--- src/rtl/packet_receiver.sv ---
`default_nettype none
// ============================================================================
//  Module      : packet_receiver
//  Description : Demultiplexes BCH-corrected data island packets into an
//                8-entry stereo audio FIFO, ACR N/CTS and AVI VIC registers.
//  Revision    : 1.0 - initial release
// ============================================================================
module packet_receiver #(
    parameter int AUDIO_BIT_WIDTH = 16
) (
    input  logic                       clk_pixel,
    input  logic                       reset,
    input  logic                       packet_valid,
    input  logic                       packet_error,
    input  logic [23:0]                header,
    input  logic [223:0]               sub,
    input  logic                       audio_ready,
    output logic                       audio_valid,
    output logic [AUDIO_BIT_WIDTH-1:0] audio_left,
    output logic [AUDIO_BIT_WIDTH-1:0] audio_right,
    output logic                       audio_block_start,
    output logic                       audio_overflow,
    output logic                       acr_valid,
    output logic [19:0]                acr_n,
    output logic [19:0]                acr_cts,
    output logic [6:0]                 avi_vic,
    output logic                       infoframe_checksum_error
);

    localparam logic [7:0] c_TYPE_ACR    = 8'h01;
    localparam logic [7:0] c_TYPE_AUDIO  = 8'h02;
    localparam logic [7:0] c_TYPE_AVI    = 8'h82;
    localparam logic [7:0] c_TYPE_SPD    = 8'h83;
    localparam logic [7:0] c_TYPE_AUD_IF = 8'h84;

    logic [AUDIO_BIT_WIDTH-1:0] r_mem_left  [0:7];
    logic [AUDIO_BIT_WIDTH-1:0] r_mem_right [0:7];
    logic [7:0]                 r_mem_bs;
    logic [2:0]                 r_rd_ptr;
    logic [2:0]                 r_wr_ptr;
    logic [3:0]                 r_count;

    logic [AUDIO_BIT_WIDTH-1:0] w_mem_left  [0:7];
    logic [AUDIO_BIT_WIDTH-1:0] w_mem_right [0:7];
    logic [7:0]                 w_mem_bs;
    logic [2:0]                 w_wr_idx;
    logic [2:0]                 w_push_cnt;
    logic [3:0]                 w_free;
    logic [3:0]                 w_count_next;
    logic [2:0]                 w_rd_ptr_next;
    logic [7:0]                 w_sum;
    logic                       w_accept;
    logic                       w_is_audio;
    logic                       w_is_if;
    logic                       w_pop;
    logic                       w_push_ok;
    logic                       w_overflow;
    logic                       w_cs_ok;

    logic [3:0] w_present;
    logic [3:0] w_bstart;

    assign w_present  = header[11:8];
    assign w_bstart   = header[23:20];
    assign w_accept   = packet_valid & ~packet_error;
    assign w_is_audio = w_accept && (header[7:0] == c_TYPE_AUDIO);
    assign w_is_if    = w_accept && ((header[7:0] == c_TYPE_AVI) ||
                                     (header[7:0] == c_TYPE_SPD) ||
                                     (header[7:0] == c_TYPE_AUD_IF));

    assign w_push_cnt = {2'b00, w_present[0]} + {2'b00, w_present[1]} +
                        {2'b00, w_present[2]} + {2'b00, w_present[3]};
    assign w_pop      = audio_valid & audio_ready;
    // Space is judged after this cycle's pop so a full FIFO draining can still accept.
    assign w_free     = 4'd8 - r_count + {3'b000, w_pop};
    assign w_push_ok  = w_is_audio && ({1'b0, w_push_cnt} <= w_free);
    assign w_overflow = w_is_audio && ({1'b0, w_push_cnt} > w_free);

    assign w_count_next  = r_count - {3'b000, w_pop} +
                           (w_push_ok ? {1'b0, w_push_cnt} : 4'd0);
    assign w_rd_ptr_next = r_rd_ptr + {2'b00, w_pop};

    always_comb begin
        w_mem_left  = r_mem_left;
        w_mem_right = r_mem_right;
        w_mem_bs    = r_mem_bs;
        w_wr_idx    = r_wr_ptr;
        for (int j = 0; j < 4; j++) begin
            if (w_push_ok && w_present[j]) begin
                w_mem_left[w_wr_idx]  = sub[56*j+23 -: AUDIO_BIT_WIDTH];
                w_mem_right[w_wr_idx] = sub[56*j+47 -: AUDIO_BIT_WIDTH];
                w_mem_bs[w_wr_idx]    = w_bstart[j];
                w_wr_idx              = w_wr_idx + 3'd1;
            end
        end
    end

    always_comb begin
        w_sum = header[7:0] + header[15:8] + header[23:16];
        for (int i = 0; i < 4; i++) begin
            for (int k = 0; k < 7; k++) begin
                w_sum = w_sum + sub[56*i+8*k +: 8];
            end
        end
    end

    assign w_cs_ok = (w_sum == 8'h00);

    always_ff @(posedge clk_pixel) begin
        r_mem_left  <= w_mem_left;
        r_mem_right <= w_mem_right;
        r_mem_bs    <= w_mem_bs;
    end

    always_ff @(posedge clk_pixel) begin
        if (reset) begin
            r_rd_ptr                 <= 3'd0;
            r_wr_ptr                 <= 3'd0;
            r_count                  <= 4'd0;
            audio_valid              <= 1'b0;
            audio_left               <= '0;
            audio_right              <= '0;
            audio_block_start        <= 1'b0;
            audio_overflow           <= 1'b0;
            acr_valid                <= 1'b0;
            acr_n                    <= 20'd0;
            acr_cts                  <= 20'd0;
            avi_vic                  <= 7'd0;
            infoframe_checksum_error <= 1'b0;
        end else begin
            r_rd_ptr       <= w_rd_ptr_next;
            r_wr_ptr       <= w_wr_idx;
            r_count        <= w_count_next;
            audio_valid    <= (w_count_next != 4'd0);
            audio_overflow <= w_overflow;
            // Head is taken from the post-write image so an empty FIFO shows data next cycle.
            if (w_count_next != 4'd0) begin
                audio_left        <= w_mem_left[w_rd_ptr_next];
                audio_right       <= w_mem_right[w_rd_ptr_next];
                audio_block_start <= w_mem_bs[w_rd_ptr_next];
            end
            acr_valid <= w_accept && (header[7:0] == c_TYPE_ACR);
            if (w_accept && (header[7:0] == c_TYPE_ACR)) begin
                acr_cts <= {sub[11:8], sub[23:16], sub[31:24]};
                acr_n   <= {sub[35:32], sub[47:40], sub[55:48]};
            end
            infoframe_checksum_error <= w_is_if && !w_cs_ok;
            if (w_is_if && w_cs_ok && (header[7:0] == c_TYPE_AVI)) begin
                avi_vic <= sub[38:32];
            end
        end
    end

endmodule
`default_nettype wire

--- config.mk ---
export PLATFORM = sky130hd
export DESIGN_NAME = packet_receiver
export DESIGN_NICKNAME = d
export VERILOG_FILES = /design/src/rtl/packet_receiver.sv
export SDC_FILE = /design/constraint.sdc
export NUM_CORES = 2
export LEC_CHECK = 0
export CORE_UTILIZATION = 25
export DETAILED_ROUTE_END_ITERATION = 7
export GPL_TIMING_DRIVEN = 0
export SYNTH_ARGS = -nofsm -noshare
export SYNTH_HDL_FRONTEND = slang
export SYNTH_SLANG_ARGS = --single-unit
--- constraint.sdc ---
create_clock -name clk_pixel -period 8.8 [get_ports clk_pixel]
set_input_delay 1.76 -clock clk_pixel [delete_from_list [all_inputs] [get_ports clk_pixel]]
set_output_delay 1.76 -clock clk_pixel [all_outputs]
set_load 0.02 [all_outputs]
# Yosys cells after proc, flatten, opt, wreduce, memory -nomap -nowiden
# Cells that the tools add are included.
[classes]
n_eq_ne = 5
n_lt_le_gt_ge = 20
bitwise = 8
reduce_logical = 25
n_mux = 53
add_sub_neg = 42
[op_table]
columns = ["cell", "count"]
rows = [
  ["128-bit bitwise mux", 8],
  ["128-bit 2-to-1 mux", 8],
  ["8-bit adder", 30],
  ["16-bit demux with 3-bit select", 4],
  ["16-bit 2-to-1 mux", 8],
  ["16-bit binary-select mux with 3-bit select", 2],
  ["8-bit bitwise mux", 4],
  ["8-bit 2-to-1 mux", 4],
  ["8-bit == test (second input constant)", 3],
  ["4-bit greater-or-equal comparator (second input constant)", 5],
  ["1-bit logical AND", 20],
  ["3-bit by 4-bit < comparator with 1-bit output (second input constant)", 5],
  ["3-bit inverter with 4-bit output", 5],
  ["4-bit by 1-bit < comparator with 1-bit output (second input constant)", 4],
  ["3-bit 2-to-1 mux", 5],
  ["3-bit by 1-bit adder with 3-bit output (second input constant)", 4],
  ["1-bit demux with 3-bit select", 4],
  ["3-bit by 1-bit greater-or-equal comparator with 1-bit output (second input constant)", 4],
  ["8-bit by 1-bit == test with 1-bit output (second input constant)", 1],
  ["8-bit by 2-bit == test with 1-bit output (second input constant)", 1],
  ["8-bit logical NOT", 1],
  ["3-bit by 1-bit adder with 3-bit output", 2],
  ["1-bit 2-to-1 mux", 5],
  ["4-bit by 1-bit adder with 4-bit output", 1],
  ["other kinds (13)", 15],
]
[word_totals]
output_inout_bits = 84
elab_cells = 183
reg_bits = 358
input_bits = 253

# Longest topological paths before layout
[logic_depth]
ltp_word = 33
ltp_mapped = 27
depth_no_buf = 26

# Least setup slack after synthesis
# No wires, ideal clock.
[synth_timing]
path_kind = "input-to-reg"
startpoint = "input port sub[170]"
endpoint = "register avi_vic[0]"
setup_time_ps = 128
required_time_ps = 8672
arrival_time_ps = 8247
stages = 22
path_buffers = 0
slack_ps = 426
path_cell_list = "fa_1 inv_1 fa_1 fa_1 inv_1 fa_1 fa_1 inv_1 fa_1 fa_1 fa_1 inv_1 ha_1 a21o_1 a21o_1 a21o_1 a21oi_1 xnor3_1 xnor2_1 nor4_2 mux2i_1 nor2_1"
[synth_via]
elab_chain_cells = 10
[synth_lines]
columns = ["item", "line_no", "source"]
rows = [
  ["from (decl)", "16", "input logic [223:0] sub,"],
  ["8-bit adder (7 in series)", "102", "w_sum = w_sum + sub[56*i+8*k +: 8];"],
  ["8-bit logical NOT", "107", "assign w_cs_ok = (w_sum == 8'h00);"],
  ["1-bit logical AND (2 in series)", "148", "if (w_is_if && w_cs_ok && (header[7:0] == c_TYPE_AVI)) begin"],
  ["to (signal assigned)", "149", "avi_vic <= sub[38:32];"],
  ["to (decl)", "26", "output logic [6:0] avi_vic,"],
]
# Every way passes these cells.
# A chain may end at the register's enable or synchronous reset.

# Worst setup path in the final report
[layout_timing]
startpoint = "input port header[11]"
endpoint = "register audio_left[4]"
[layout_via]
elab_chain_cells = 19
elab_cells_between_ends = 43
classes_between = "4 x add/sub; 7 x order compare; 20 x mux; 3 x bitwise; 9 x reduce/logical"
[layout_lines]
columns = ["item", "line_no", "source"]
rows = [
  ["from (decl)", "15", "input logic [23:0] header,"],
  ["3-bit by 1-bit adder with 3-bit output", "72", "{2'b00, w_present[2]} + {2'b00, w_present[3]};"],
  ["3-bit by 4-bit less-or-equal comparator with 1-bit output", "76", "assign w_push_ok = w_is_audio && ({1'b0, w_push_cnt} <= w_free);"],
  ["1-bit logical AND", "76", ""],
  ["1-bit logical AND", "89", "if (w_push_ok && w_present[j]) begin"],
  ["3-bit 2-to-1 mux", "89", ""],
  ["3-bit by 1-bit adder with 3-bit output or 3-bit inverter with 4-bit output (tied branches)", "93, 90", ""],
  ["3-bit 2-to-1 mux, or another cell as far along", "89", ""],
  ["3-bit by 1-bit adder with 3-bit output, or another cell as far along", "93", "w_wr_idx = w_wr_idx + 3'd1;"],
  ["(+2 left out)", "--", ""],
  ["4-bit greater-or-equal comparator (implied by the code), or another cell as far along", "90", "w_mem_left[w_wr_idx] = sub[56*j+23 -: AUDIO_BIT_WIDTH];"],
  ["1-bit logical AND (implied by the code), or another cell as far along", "90", ""],
  ["16-bit 2-to-1 mux (implied by the code) or 128-bit bitwise mux (tied branches)", "90", ""],
  ["16-bit demux with 3-bit select or 128-bit 2-to-1 mux (tied branches)", "90, 89", ""],
  ["128-bit bitwise mux", "90", ""],
  ["128-bit 2-to-1 mux", "89", ""],
  ["16-bit binary-select mux with 3-bit select", "138", "audio_left <= w_mem_left[w_rd_ptr_next];"],
  ["16-bit 2-to-1 mux (implied by the code) (2 in series)", "138", ""],
  ["to (signal assigned)", "138", ""],
  ["to (decl)", "19", "output logic [AUDIO_BIT_WIDTH-1:0] audio_left,"],
]
# Parallel ways exist; a longest one is shown, timed or not. The select of a mux whose other input is x is not followed.

==> metrics <==
critical path's top delay family=adder cells; Post-Syn Area per Cell=8.17 sq um; # rows=127; post-synthesis instance total=3724; crit-path max cell delay=0.72 ns; # hold bufs at CTS=0; Synth Cell Area=30400 sq um; global-route wire length before repair=252000 um; Slew Limit Fails=8; Cell Int Power=7.39 mW; hold crit path type=flip-flop to flip-flop; largest net degree at the start of global routing=13; routability cong.=1.04; slew margin rel.=-9.83%; Util after Layout=31.1%; CP Launch Type=input port; CTS Sinks=358; Slew @ Worst Pin=1.64 ns; Routed WL=186000 um; htree depth=2; dpl hpwl=142000 um; power density over the cells=376 nW/um^2; largest area contributor in the netlist=dfxtp_1; Most used DFF post-synth=dfxtp_1; WL/cell=32.2 um; Final Hold Vio Count=0; syn_nets=4198; drt first-iter violations=4151; Final ANT Viol Nets=0; register area=7170 sq um; vias in the first global route=32000; maxcap violations=1; FMAX=0.114 GHz; final layout net count=4579; post-synthesis sequential area ratio=23.6%; initial antenna violation count=23; Post-route DRC=0; fill count=12900; Req. time, crit path=9.36 ns; top cells by count, synth=nand2_1, nor2_1, dfxtp_1; r2r startpoint=audio_valid$_SDFF_PP0_; worst-case reg-to-reg path depth=27; Worst setup EP type=flip-flop; Hold Crit Depth=2; setup total negative slack=0 ns; number of synthesized flops with an enable pin=0; largest cells by area after synthesis=dfxtp_1, fa_1, mux2i_1; combinational share of power=72.8%; drt via density=5.79; Initial Util=25.3%; IO Count=337; CP Class=input port to flip-flop; CTS clk-pin slew, worst paths=0.06 ns; die footprint=123000 sq um; Clock Skew=0.0170 ns; Clock power frac=14.6%; R2R Path End=audio_left[4]$_SDFFE_PP0P_; area grow syn2layout=23.0%; final setup fails=0; sequential power share=12.6%; final worst-path cycle share=100%; Die Ht=351 um; synth unique cells=93; Synth top area share=23.6%; input/output buffers=325; RSZ-0062 raised after global routing=no; worst hold start=acr_n[3]$_SDFFE_PP0P_; net switching power=6.67 mW; Worst-Skew Late Latency=0.63 ns; Die Wd=351 um; crit path max-delay cell type=clkdlybuf4s50_1; Core Footprint=120000 sq um; Peak VDD IR=1.09 mV; Root Driver=clkbuf_16; CP bufs+invs=7; synth warn=0; Post-synth ARST share=0%; final instance count without filler cells=5766; worst-path fanout max=10; CTS buffer count=48; Hold EP=acr_n[3]$_SDFFE_PP0P_; aggregate global-route resource usage=29.2%; most frequent cell after synthesis=nand2_1; routed via count=33400; Synth Register Bits=358; fin crit period=8.80 ns; DRT Pass-1 Iters=6; share of layout cells above drive strength 1=11.2%; WP data arrival=9.36 ns; CTS tree=done; LEAKAGE=15.7 nW; placed cell count=5663; failing checks=capacitance limit, slew limit; multi-input logic area=21000 sq um; status=finished, violations left; clock buffer depth=3; switch share=47.4%; Remaining Overflow, GRT=0; FF-to-FF setup slack=1.64 ns; Crit path top cell by count=ha_1
[tightest hold or removal path: cells and delay by family, from the launching register on]
| kind | cells | cell delay [ns] |
|---|---|---|
| simple gates | 1 | 0.05 |
| compound gates | 1 | 0.05 |
| flops | 1 | 0.31 |
[area by class of cell]
class	instances	area share, %
flip-flops and latches	358	19.2
plain buffers	383	4.31
clock inverters	20	0.448
multi-input cells	2783	56.2
clock buffers	70	3.70
diodes	9	0.0602
inverters	200	2.01
repair buffers	331	8.68
well taps	1612	5.39
[power by group through the flow]
stage / clock, mW / combinational (mW) / sequential, mW
floorplan: 0 / 7.21 / 1.82
global placement: 0 / 9.44 / 1.81
detailed placement: 0 / 9.54 / 1.81
CTS: 2.04 / 9.98 / 1.78
global route: 2.10 / 11.0 / 1.78
finish: 2.05 / 10.2 / 1.78
[through the flow]
stage	area [sq um]	hold WS, ns	total power, mW	setup WS (ns)
final	37400	0.455	14.1	0.00164
after global routing	37400	0.470	14.9	0.0105
after floorplan	30400	0.533	9.03	0.426
after CTS	37300	0.454	13.8	0.0100
after detailed placement	35700	0.446	11.3	-2.85
after global placement	35700	0.442	11.3	-2.89
[worst max-delay path by stage]
stage | cells after the start | startpoint | slack [ns] | to
2_1_floorplan | 22 | sub[170] | 0.43 | avi_vic[0]$_SDFFE_PP0P_
3_3_place_gp | 26 | header[9] | -2.89 | audio_left[1]$_SDFFE_PP0P_
3_5_place_dp | 26 | header[9] | -2.85 | audio_left[1]$_SDFFE_PP0P_
4_1_cts | 22 | sub[155] | 0.01 | avi_vic[5]$_SDFFE_PP0P_
5_1_grt | 26 | header[11] | 0.01 | audio_left[4]$_SDFFE_PP0P_
6_report | 26 | header[11] | 0.002 | audio_left[4]$_SDFFE_PP0P_
[placed cells by master (no fill, tap or decap), types with 14 or more instances in the layout]
| master | count |
|---|---|
| a2111oi_2 | 23 |
| a211oi_1 | 191 |
| a21o_1 | 39 |
| a21oi_1 | 153 |
| a22oi_1 | 33 |
| a31oi_1 | 35 |
| a31oi_2 | 28 |
| and3_1 | 36 |
| buf_1 | 22 |
| buf_2 | 38 |
| clkbuf_1 | 285 |
| clkbuf_16 | 49 |
| clkbuf_2 | 47 |
| clkdlybuf4s50_1 | 274 |
| dfxtp_1 | 358 |
| dlygate4sd2_1 | 24 |
| dlymetal6s2s_1 | 14 |
| fa_1 | 179 |
| ha_1 | 42 |
| inv_1 | 199 |
| mux2_2 | 162 |
| mux2i_1 | 209 |
| nand2_1 | 436 |
| nand3_1 | 48 |
| nand3b_1 | 34 |
| nor2_1 | 395 |
| nor3_1 | 75 |
| o211ai_1 | 76 |
| o211ai_2 | 27 |
| o21ai_0 | 164 |
| o221ai_1 | 32 |
| o22ai_1 | 65 |
| o31a_1 | 30 |
| o32ai_1 | 31 |
| xnor2_1 | 66 |
| xor2_1 | 18 |
[layer usage]
metal | global-route usage (%) | part of all wire, %
met3 | 11.4 | 14
met1 | 34.8 | 37
met4 | 18.9 | 7.5
met5 | 0 | 0.12
met2 | 43.4 | 42
[flip-flops by register name, summed over array words and instances, names as in the netlist, 4 cells and up]
register,cells
acr_cts,20
acr_n,20
audio_left,16
audio_right,16
avi_vic,7
r_count,4
r_mem_bs,8
r_mem_left,128
r_mem_right,128
[timing repair]
action	4_1_cts	5_1_grt
pin swaps	1	2
endpoints found under the hold margin	0	0
endpoints found under the setup margin	270	39
gates resized for setup	72	68
setup buffers	2	1
[cell families after synthesis]
family                   share of synthesized area, %
flip-flops                                       23.6
multiplexers                                     12.9
AND/OR/NAND/NOR                                  15.6
AO/OA/AOI/OAI                                    24.0
XOR/XNOR                                         2.70
buffers and inverters                            7.63
adder cells (fa/ha/maj)                          13.5
No activity file was read; power rests on OpenSTA's default activity.
